`config.mk`:
```
export PLATFORM = sky130hd
export DESIGN_NAME = digit_match_ctrl
export DESIGN_NICKNAME = d
export VERILOG_FILES = /design/src/rtl/digit_match_pkg.sv /design/src/rtl/digit_match_row_agree_count.sv /design/src/rtl/digit_match_ctrl.sv
export SDC_FILE = /design/constraint.sdc
export NUM_CORES = 1
export LEC_CHECK = 0
export ABC_AREA = 1
export CORE_MARGIN = 3
export CORE_UTILIZATION = 25
export CTS_BUF_LIST = sky130_fd_sc_hd__clkbuf_8
export CTS_CLUSTER_SIZE = 10
export DETAILED_ROUTE_END_ITERATION = 8
export PLACE_DENSITY = 0.55
export SETUP_SLACK_MARGIN = 0.4
export SLEW_MARGIN = 5
export SYNTH_ARGS = -nofsm -noshare
export SYNTH_HDL_FRONTEND = slang
export SYNTH_HIERARCHICAL = 1
export SYNTH_SLANG_ARGS = --single-unit
```
`constraint.sdc`:
```
create_clock -name clk -period 5.3 [get_ports clk]
set_input_delay 1.06 -clock clk [delete_from_list [all_inputs] [get_ports clk]]
set_output_delay 1.06 -clock clk [all_outputs]
set_load 0.01 [all_outputs]
```
`src/rtl/digit_match_pkg.sv`:
```
// Shared definitions for the digit template-matching controller:
// geometry, widths, FSM state codes, thresholds and a row-slicing helper.
// Optional feature macro used by the top: DIGIT_MATCH_AMBIG_EN.
package digit_match_pkg;

    localparam int ROWS       = 16;
    localparam int COLS       = 16;
    localparam int NUM_DIGITS = 10;
    localparam int ROW_W      = 4;
    localparam int SCORE_W    = 9;
    localparam int DIGIT_W    = 4;
    localparam int AGREE_W    = 5;

    localparam logic [SCORE_W-1:0] MIN_SCORE = 9'd200;
    localparam logic [SCORE_W-1:0] MARGIN    = 9'd8;

    localparam logic [ROW_W-1:0]   LAST_ROW  = 4'(ROWS - 1);
    localparam logic [DIGIT_W-1:0] DEC_LAST  = 4'(NUM_DIGITS);

    typedef logic [2:0] state_t;

    localparam state_t ST_IDLE   = 3'd0;
    localparam state_t ST_SCAN   = 3'd1;
    localparam state_t ST_FLUSH  = 3'd2;
    localparam state_t ST_DECIDE = 3'd3;
    localparam state_t ST_DONE   = 3'd4;

    // Extract digit d's row from the flat ROM bus (digit d at [16d+15:16d]).
    function automatic logic [COLS-1:0] digit_row(
        input logic [NUM_DIGITS*COLS-1:0] rows,
        input int unsigned                d
    );
        digit_row = rows[d*COLS +: COLS];
    endfunction

endpackage

```
`src/rtl/digit_match_row_agree_count.sv`:
```
// Counts pixel positions where a template row and an image row agree
// (popcount of the XNOR), 0..16.
module row_agree_count
    import digit_match_pkg::*;
(
    input  logic [COLS-1:0]    tmpl_row,
    input  logic [COLS-1:0]    img_row,
    output logic [AGREE_W-1:0] agree
);

    logic [COLS-1:0] same_s;

    // Sum the agreeing pixel positions of the row pair
    always_comb begin
        same_s = ~(tmpl_row ^ img_row);
        agree  = 5'd0;
        for (int i = 0; i < COLS; i++) begin
            agree = agree + {4'd0, same_s[i]};
        end
    end

endmodule

```
`src/rtl/digit_match_ctrl.sv`:
```
// Template-matching sequencer: scans 16 rows of the image buffer and all ten
// digit ROMs with a shared row address, accumulates per-digit agreement
// scores, then runs a one-digit-per-cycle argmax and publishes the result.
// Optional: define DIGIT_MATCH_AMBIG_EN to add second-best tracking and the
// result_ambig output.
module digit_match_ctrl
    import digit_match_pkg::*;
(
    input  logic                       clk,
    input  logic                       rst,
    input  logic                       start,
    output logic                       busy,
    output logic [ROW_W-1:0]           rom_row_addr,
    input  logic [NUM_DIGITS*COLS-1:0] rom_rows,
    output logic                       img_rd_en,
    output logic [ROW_W-1:0]           img_row_addr,
    input  logic [COLS-1:0]            img_row,
    output logic [DIGIT_W-1:0]         result_digit,
    output logic [SCORE_W-1:0]         result_score,
    output logic                       result_reject,
`ifdef DIGIT_MATCH_AMBIG_EN
    output logic                       result_ambig,
`endif
    output logic                       done
);

    state_t                    state_r;
    logic [ROW_W-1:0]          addr_r;
    logic                      busy_r;
    logic                      rd_en_r;
    logic                      done_r;
    logic [DIGIT_W-1:0]        dcnt_r;
    logic [NUM_DIGITS*COLS-1:0] tmpl_r;
    logic                      tmpl_vld_r;
    logic [SCORE_W-1:0]        score_r [NUM_DIGITS];
    logic [SCORE_W-1:0]        best_r;
    logic [DIGIT_W-1:0]        idx_r;
    logic [DIGIT_W-1:0]        res_digit_r;
    logic [SCORE_W-1:0]        res_score_r;
    logic                      res_reject_r;
    logic [SCORE_W-1:0]        cand_s;
    logic                      accept_s;
    logic [AGREE_W-1:0]        agree_s [NUM_DIGITS];
`ifdef DIGIT_MATCH_AMBIG_EN
    logic [SCORE_W-1:0]        second_r;
    logic                      res_ambig_r;
`endif

    assign accept_s = (state_r == ST_IDLE) && start;

    // One popcount per digit on the registered template row vs. the image row
    for (genvar g = 0; g < NUM_DIGITS; g++) begin : g_cnt
        row_agree_count u_cnt (
            .tmpl_row (digit_row(tmpl_r, g)),
            .img_row  (img_row),
            .agree    (agree_s[g])
        );
    end

    // FSM: row scan, pipeline flush, argmax steps, one-cycle done
    always_ff @(posedge clk) begin
        if (rst) begin
            state_r <= ST_IDLE;
            addr_r  <= 4'd0;
            busy_r  <= 1'b0;
            rd_en_r <= 1'b0;
            done_r  <= 1'b0;
            dcnt_r  <= 4'd0;
        end else begin
            done_r <= 1'b0;
            case (state_r)
                ST_IDLE: begin
                    if (start) begin
                        state_r <= ST_SCAN;
                        busy_r  <= 1'b1;
                        rd_en_r <= 1'b1;
                        addr_r  <= 4'd0;
                        dcnt_r  <= 4'd0;
                    end
                end
                ST_SCAN: begin
                    if (addr_r == LAST_ROW) begin
                        state_r <= ST_FLUSH;
                        rd_en_r <= 1'b0;
                        addr_r  <= 4'd0;
                    end else begin
                        addr_r <= addr_r + 4'd1;
                    end
                end
                ST_FLUSH: begin
                    state_r <= ST_DECIDE;
                    dcnt_r  <= 4'd0;
                end
                ST_DECIDE: begin
                    if (dcnt_r == DEC_LAST) begin
                        state_r <= ST_DONE;
                        done_r  <= 1'b1;
                        dcnt_r  <= 4'd0;
                    end else begin
                        dcnt_r <= dcnt_r + 4'd1;
                    end
                end
                ST_DONE: begin
                    state_r <= ST_IDLE;
                    busy_r  <= 1'b0;
                end
                default: begin
                    state_r <= ST_IDLE;
                    busy_r  <= 1'b0;
                    rd_en_r <= 1'b0;
                    addr_r  <= 4'd0;
                    dcnt_r  <= 4'd0;
                end
            endcase
        end
    end

    // Two-stage datapath: latch ROM rows beside the image read, then accumulate
    always_ff @(posedge clk) begin
        if (rst) begin
            tmpl_r     <= {(NUM_DIGITS*COLS){1'b0}};
            tmpl_vld_r <= 1'b0;
            for (int d = 0; d < NUM_DIGITS; d++) begin
                score_r[d] <= 9'd0;
            end
        end else begin
            tmpl_vld_r <= (state_r == ST_SCAN);
            if (state_r == ST_SCAN) begin
                tmpl_r <= rom_rows;
            end
            if (accept_s) begin
                for (int d = 0; d < NUM_DIGITS; d++) begin
                    score_r[d] <= 9'd0;
                end
            end else if (tmpl_vld_r) begin
                for (int d = 0; d < NUM_DIGITS; d++) begin
                    score_r[d] <= score_r[d] + {4'd0, agree_s[d]};
                end
            end
        end
    end

    // Score under inspection during the current argmax step
    always_comb begin
        cand_s = 9'd0;
        if (dcnt_r < DEC_LAST) begin
            cand_s = score_r[dcnt_r];
        end else begin
            cand_s = 9'd0;
        end
    end

    // Sequential argmax (strictly greater wins, so ties keep the lower digit)
    always_ff @(posedge clk) begin
        if (rst || accept_s) begin
            best_r       <= 9'd0;
            idx_r        <= 4'd0;
            res_digit_r  <= 4'd0;
            res_score_r  <= 9'd0;
            res_reject_r <= 1'b0;
`ifdef DIGIT_MATCH_AMBIG_EN
            second_r     <= 9'd0;
            res_ambig_r  <= 1'b0;
`endif
        end else if (state_r == ST_DECIDE) begin
            if (dcnt_r == 4'd0) begin
                best_r   <= cand_s;
                idx_r    <= 4'd0;
`ifdef DIGIT_MATCH_AMBIG_EN
                second_r <= 9'd0;
`endif
            end else if (dcnt_r < DEC_LAST) begin
                if (cand_s > best_r) begin
                    best_r   <= cand_s;
                    idx_r    <= dcnt_r;
`ifdef DIGIT_MATCH_AMBIG_EN
                    second_r <= best_r;
`endif
                end
`ifdef DIGIT_MATCH_AMBIG_EN
                else if (cand_s > second_r) begin
                    second_r <= cand_s;
                end
`endif
            end else begin
                res_digit_r  <= idx_r;
                res_score_r  <= best_r;
                res_reject_r <= (best_r < MIN_SCORE);
`ifdef DIGIT_MATCH_AMBIG_EN
                res_ambig_r  <= ((best_r - second_r) < MARGIN);
`endif
            end
        end
    end

    assign busy          = busy_r;
    assign rom_row_addr  = addr_r;
    assign img_row_addr  = addr_r;
    assign img_rd_en     = rd_en_r;
    assign done          = done_r;
    assign result_digit  = res_digit_r;
    assign result_score  = res_score_r;
    assign result_reject = res_reject_r;
`ifdef DIGIT_MATCH_AMBIG_EN
    assign result_ambig  = res_ambig_r;
`endif

endmodule

```
Word level (Yosys, flattened, before mapping)

Memories as Yosys holds them, arrays and structs flattened. A register that Yosys moved wholly into a read port is not among the register bits.
Index checks and enable logic that the tools add are counted.

Memory bits (read-only): 0
Memories kept: 1
Bits in latches: 0
Register bits: 202
RAM bits: 90
Logic and storage cells: 303

Add/subtract/negate cells: 162
Shifts and indexed selects: 0
Muxes and demuxes: 52
Reductions and logical operators: 17
Equal/unequal tests: 9
Multiply operators: 0
Magnitude comparators: 3
Bitwise gates (word level): 46
Divide/modulo/power cells: 0

Memories:

| memory  | depth | bits a word | read ports | clocked after Yosys merged registers in | write ports | line                   | text |
|---|---|---|---|---|---|---|---|
| score_r | 10    | 9           | 11         | 1                                       | 10          | digit_match_ctrl.sv:35 | `logic [SCORE_W-1:0] score_r [NUM_DIGITS];` |

Operators by type and width:

| kind                                                                  | number |
|---|---|
| 5-bit by 1-bit adder with 5-bit output                                | 140 |
| 9-bit 2-to-1 mux                                                      | 24 |
| 16-bit NOT                                                            | 10 |
| 16-bit bitwise XOR                                                    | 10 |
| 9-bit by 5-bit adder with 9-bit output                                | 10 |
| 4-bit 2-to-1 mux                                                      | 8 |
| 4-bit case mux with 3 select lines                                    | 2 |
| 1-bit by 1-bit adder with 2-bit output                                | 10 |
| 1-bit bitwise OR                                                      | 20 |
| 1-bit 2-to-1 mux                                                      | 12 |
| 3-bit case mux with 4 select lines                                    | 1 |
| 3-bit AND reduction                                                   | 4 |
| 9-bit > comparator                                                    | 1 |
| 9-bit by 8-bit < comparator with 1-bit output (second input constant) | 1 |
| 3-bit 2-to-1 mux                                                      | 3 |
| 4-bit by 1-bit adder with 4-bit output (second input constant)        | 2 |
| 4-bit == test (second input constant)                                 | 2 |
| 3-bit by 2-bit == test with 1-bit output (second input constant)      | 2 |
| 2-bit inequality test (second input constant)                         | 3 |
| 1-bit NOT                                                             | 6 |
| 2-bit AND reduction                                                   | 3 |
| 3-bit OR reduction                                                    | 2 |
| 4-bit logical NOT                                                     | 1 |
| 4-bit < comparator (second input constant)                            | 1 |
| 9 further kinds                                                       | 11 |

Longest topological paths before layout

Depth after elaboration: 19
Depth in mapped cells: 23

Modules after synthesis

The synthesis kept the hierarchy.

By module, submodules not included:

| module                               | cells each | area each (um2) | times used | seq. area each (um2) |
|---|---|---|---|---|
| digit_match_ctrl                     | 1788       | 14005.9         | 1          | 6826.5 |
| row_agree_count (g_cnt[0].u_cnt ...) | 53         | 496.7           | 6          | 0.0 |
| row_agree_count (g_cnt[7].u_cnt ...) | 56         | 508.0           | 2          | 0.0 |
| row_agree_count (g_cnt[1].u_cnt)     | 57         | 511.7           | 1          | 0.0 |
| row_agree_count (g_cnt[6].u_cnt)     | 52         | 493.0           | 1          | 0.0 |

Worst setup path after synthesis

No wires, ideal clock.

Path type: input to register
Start: in img_row[15]
End: mem score_r[9][8] (data pin)
Path slack: -0.193 ns
Data required time: 5.045 ns
Cell stages on the path: 20
Arrival time: 5.238 ns
Cells stage by stage: xor2_1 > fa_1 > inv_1 > fa_1 > inv_1 > fa_1 > inv_1 > fa_1 > ha_1 > fa_1 > inv_1 > fa_1 > inv_1 > nand3_1 > nand2_1 > nand2_1 > a21oi_1 > nand4_1 > nand2_1 > nor2_1

RTL lines:

| what            | line                   | text |
|---|---|---|
| start, declared | digit_match_ctrl.sv:17 | `input logic [COLS-1:0] img_row,` |
| end, declared   | digit_match_ctrl.sv:35 |  |

==> impl_metrics.yaml <==
setup_path:
  critPathKind: "in2reg"
  critPathCaptureType: "flip-flop"
  cp.arrival_ps: 5510
  worst_setup_path_start_kind: "input port"
  cp_max_fo: 4
  reg2reg_depth: 19
  cp.required_ps: 5660
placed_design:
  portBuffers: 203
  placed_cells: 3511
  dp_hpwl_um: 39800
  pre_cts_ws_ps: -923
  gp_congestion: 0.812
  dpl-instance-area_mm2: 0.0231
detailed_routing:
  routedWlPerCell_um: 15.7
  postRouteAntennaNets: 0
  remaining_drc_errors: 0
  vias: 16000
  dr.pass1.iters: 5
  vias_per_cell: 4.37
  drtIter0Drc: 787
  drt-total-wl_um: 57600
logic_synthesis:
  avgSynthCellArea_um2: 8.17
  synthAdderAreaFrac_pct: 18.8
  synth-xor-area-share_pct: 7.93
  synth-simple-area-share_pct: 18.5
  synth_warnings: 6
  syn_inst: 2327
  ys_ff_latch: 296
  syn_area_mm2: 0.0190
  synth_top_family_by_area: "adder cells"
  synth_mux_area_share_pct: 0
  syn-num-nets: 2726
  synth_seq_area_share_pct: 35.9
  synth-compound-area-share_pct: 10.8
  synth_cell_types: 36
sta:
  finClkSkew_ps: 20.2
  hold_viol: 0
  slew_viol_final: 0
  fin_crit_sh_pct: 97.2
  period_minus_slack_ps: 5150
  finalSetupViolCount: 0
  fin_ws_ps: 148
  fmaxAchievable_mhz: 194
  worst_pin_slew_ps: 944
  slew_headroom_pct: 37.1
  rsz0062_at_grt: "true"
min_path:
  hold_path_class: "reg2reg"
  hold_path_depth: 2
die:
  dieArea_mm2: 0.0794
  core-area_mm2: 0.0748
  ioPinCount: 204
  die_x_um: 282
  initial_core_util_pct: 25.4
  dieHeight_um: 282
  num_rows: 100
cells_and_area:
  area_delta_synth_final_pct: 37.7
  nets: 3056
  post-route-util_pct: 35.0
  final_cell_mix: "nor2_1, inv_1, nand2_1"
  final_common_cell: "nor2_1"
  drive_gt1_share_pct: 20.4
  stdcell_area_mm2: 0.0262
  fin_cells: 3669
clocking:
  cts_tree: "done"
  clkLatencyLatePin_ps: 640
  clock_path_buffers: 3
  cts_sinks: 296
  cts_root_buf: "clkbuf_8"
  htreeDepth: 2
  path_clk_slew_ps: 60
  cts_inserted_buffers: 53
global_routing:
  grt_pass1_wl_um: 88700
  grtUsageTotal_pct: 14.3
  antenna_found_initial: 1
  grt_pass1_vias: 15900
  grt_max_degree: 95
  overflow: 0
run:
  max_cap_violations: 0
status:
  status: "finished clean"
[metrics by stage]
| stage | TNS [ps] | hold WS [ps] |
|---|---|---|
| global route | 0 | 480 |
| global placement | -45430 | 452 |
| finish | 0 | 465 |
| detailed placement | -48660 | 458 |
| floorplan | 0 | 449 |
| CTS | 0 | 467 |
[cell usage after synthesis, drive strengths merged]
| library cell | n | area share, % |
|---|---|---|
| a21o | 1 | 0.040 |
| a21oi | 143 | 3.9 |
| a22oi | 1 | 0.040 |
| a31oi | 4 | 0.13 |
| buf | 48 | 1.5 |
| clkbuf | 40 | 0.81 |
| clkinv | 3 | 0.059 |
| dfxtp | 206 | 22 |
| edfxtp | 90 | 14 |
| fa | 110 | 12 |
| ha | 110 | 7.2 |
| inv | 287 | 5.7 |
| nand2 | 283 | 5.6 |
| nand3 | 124 | 3.3 |
| nand3b | 1 | 0.040 |
| nand4 | 20 | 0.66 |
| nor2 | 429 | 8.7 |
| nor3 | 6 | 0.16 |
| nor3b | 1 | 0.040 |
| o211ai | 2 | 0.079 |
| o21a | 10 | 0.39 |
| o21ai | 235 | 6.2 |
| o311ai | 1 | 0.046 |
| xnor2 | 86 | 4.0 |
| xor2 | 86 | 4.0 |
[registers in the layout (all words and copies together), names as in the netlist, named ones only]
register and count:
img_row_addr 4, result_score 9, result_reject 1, best_r 9
dcnt_r 4, score_r 90, busy 1, result_digit 4
img_rd_en 1, done 1, tmpl_r 160, idx_r 4
state_r 3, tmpl_vld_r 1
[cell type report]
class	count	area, µm²
fill	7669	48600
tap	969	1210
timing repair buffer	363	3790
antenna	1	2.50
inverter	290	1090
sequential	296	6830
clock inverter	29	185
clock buffer	68	936
multi-input combinational	1653	12100
[cell families (layout without fill, tap and decap cells)]
family,after synthesis,count (layout)
AO/OA/AOI/OAI,397,397
XOR/XNOR,172,172
adder cells (fa/ha/maj),220,220
buffers and inverters,378,750
flip-flops,296,296
other,0,1
AND/OR/NAND/NOR,864,864
[final timing paths]
check,start,end,slack (ps)
max,img_row[1],score_r[0][8]$_SDFFCE_PN0P_,150
min,img_rd_en$_SDFFE_PP0P_,img_rd_en$_SDFFE_PP0P_,470
max reg2reg,tmpl_r[1]$_SDFFE_PP0P_,score_r[0][8]$_SDFFCE_PN0P_,510
min reg2reg,img_rd_en$_SDFFE_PP0P_,img_rd_en$_SDFFE_PP0P_,470
[layer usage]
metal	GRT usage, %	vias to the layer above	wire length [µm]
met5	0	-	0
met4	4.65	0	1720
met3	2.24	92	2310
met2	24.3	351	28100
met1	18.5	7485	25500
li1	-	8100	-
[worst max-delay path, cell delays in order]
cell and delay (ps):
buf_12 110, buf_12 120, buf_12 140, xnor2_4 150, fa_1 550, inv_1 50
fa_1 490, inv_2 40, fa_1 500, fa_1 430, ha_2 210, fa_2 580
inv_2 40, fa_2 330, inv_2 70, nand3_2 60, nand2_2 90, nand2_2 70
a21oi_4 200, nand3_2 70, nand2_1 70, a21oi_1 50
[what timing repair did]
action,4_1_cts,5_1_grt
resized for setup,188,133
cloned,8,0
hold buffers,0,0
pin swaps,89,80
setup endpoints to repair,79,61
setup buffers,38,14
Power is not shown: default switching activity piles up to over one toggle a cycle in this logic, so the estimate is an artifact.
==> RTL edit: new RTL, config.mk and constraints unchanged <==
The option `DIGIT_MATCH_AMBIG_EN` is turned on by a define.
--- a/src/rtl/digit_match_ctrl.sv
+++ b/src/rtl/digit_match_ctrl.sv
@@ -4,4 +4,6 @@
 // Optional: define DIGIT_MATCH_AMBIG_EN to add second-best tracking and the
 // result_ambig output.
+`define DIGIT_MATCH_AMBIG_EN
+
 module digit_match_ctrl
     import digit_match_pkg::*;
Behaviour (old outputs only; new: result_ambig): no difference found for any inputs over 4 cycles, from zero or initial values and one cycle with rst high; that may be too few to reach the edited logic, so the function may still have changed.
==> RTL edit against the unedited design <==
- the run now ends with negative setup slack left
- register-to-register slack worse by 330 ps
- count of clock-buffer cells in the layout up 2
- sequential cell count is 10 higher
- synthesized area grew 4.1%
- maximum frequency down 4.6%
- wire length increased by 0.71%
- first-iteration DRC count grew 10%
- worst setup slack lost 250 ps
- cell area increased by 5.2%
- highest routed layer unchanged
Power is not shown: default switching activity piles up to over one toggle a cycle in this logic, so the estimate is an artifact.
==> RTL edit: results (changes against the unedited design) <==
status complete, but fails checks (was finished clean); vias in the first global route 17.0k (was 15.9k); final setup vio count 9 (was 0); Final #Nets 3227 (was 3056); DR vias/cell 4.31 (was 4.37); slowest stage delay, CP 570 ps; Fill cells 7956 (was 7669); largest registers tmpl_r: 160 flops, score_r: 90 flops (unchanged); CTS Root Cell clkbuf_8 (unchanged); Hold Path Class register to register (unchanged); Crit. Startpoint img_row[3] (was img_row[1]); Clock Skew 35.6 ps (was 20.2 ps); routability cong. 0.795 (was 0.812); placed inst area 0.0242 mm2 (was 0.0231 mm2); Synth warnings 6 (unchanged); Final Instance Area 0.0275 mm2 (was 0.0262 mm2); largest net degree at the start of global routing 165 (was 95); delay-heaviest family, CP adder cells (unchanged); reg2reg start tmpl_r[49] (was tmpl_r[1]); DR WL/cell 14.9 um (was 15.7 um); most instantiated cells after synthesis nor2_1, inv_1, o21ai_0 (was nor2_1, inv_1, nand2_1); IO Port Bufs 204 (was 203); 1st-iter DRT viols 866 (was 787); worst setup margin -99.9 ps (was 148 ps); ys flop type dfxtp_1 (unchanged); CTS Buf Count 54 (was 53); failing checks negative setup slack; dpl ws -1190 ps (was -923 ps); Data arrival, critical path 5760 ps (was 5510 ps); Worst path slowest cell fa_2 (unchanged); total iterations of the first detailed-routing run 5 (unchanged); share of cells above drive strength 1 21.7% (was 20.4%); Worst Hold Launch img_rd_en (unchanged); clk slew on worst S/H paths 60 ps (about the same); ys async rst share 0% (unchanged); number of synthesized flops with an enable pin 90 (unchanged); initial antenna violation count 1 (unchanged); post-route ant nets 0 (unchanged); CP max FO 5 (was 4); post-synthesis sequential area ratio 35.5% (was 35.9%); global-route wire length before repair 91.9 mm (was 88.7 mm); syn nets 2818 (was 2726); Worst-Margin Slew 897 ps (was 944 ps); DP HPWL 41.4 mm (was 39.8 mm); Yosys cell types 40 (was 36); Tot GR Track Use 13.9% (was 14.3%); Worst-Skew Late Latency 650 ps; Synth area leaders dfxtp_1, edfxtp_1, fa_1, nor2_1, ha_1 (unchanged)
## RTL edit: cell types whose count changed in the layout (fill, tap and decap cells not counted), moves of 30 or more
cell and change:
nand2_2 -38, nand2_1 -62, buf_4 +49, nor2_1 +30
o21ai_0 +30, nand3_1 -33
## RTL edit: timing repair
action,4_1_cts,5_1_grt
gates resized for setup,188,145
pin swaps,157,140
buffers inserted,75,33
endpoints found under the setup margin,79,64
gates cloned,3,0
## RTL edit: path summary, 6_finish.rpt
kind / slack (ps) / cells after the start / end
worst max register to register: 180 / 20 / score_r[3][8]
worst min register to register: 470 / 2 / img_rd_en
worst min-delay path: 470 / 2 / img_rd_en
worst max-delay path: -100 / 23 / score_r[8][8]
## RTL edit: final cells by class
| cell class | instances | area share [%] |
|---|---|---|
| clock buffer | 70 | 3.50 |
| tap | 1040 | 4.72 |
| clock inverter | 30 | 0.699 |
| multi-input combinational | 1688 | 44.9 |
| inverter | 320 | 4.39 |
| antenna | 1 | 0.00908 |
| timing repair buffer | 444 | 16.3 |
| sequential | 306 | 25.5 |
## RTL edit: cell families after synthesis
logic type	after synthesis	synth area share [%]
AOI/OAI and AO/OA	467	12.4
xor gates and xnor gates	181	8.01
adders and majority gates	234	19.0
buffers and inverters	411	8.08
DFF	306	35.5
and+or+nand+nor	806	17.0
## RTL edit: per-stage QoR
step | setup TNS, ps | cells
3_3_place_gp | -58890 | 3687
5_1_grt | -3490 | 3899
2_1_floorplan | -1740 | 2405
6_report | -364 | 3899
3_5_place_dp | -61850 | 3687
4_1_cts | -116 | 3865
## RTL edit: layer usage
metal / part of all wire (%) / wire length (um) / global-route usage (%)
met3: 4.2 / 2430 / 2.22
met1: 45 / 26100 / 18.0
met2: 48 / 27700 / 23.6
met4: 3.2 / 1880 / 4.75
met5: 0 / 0 / 0
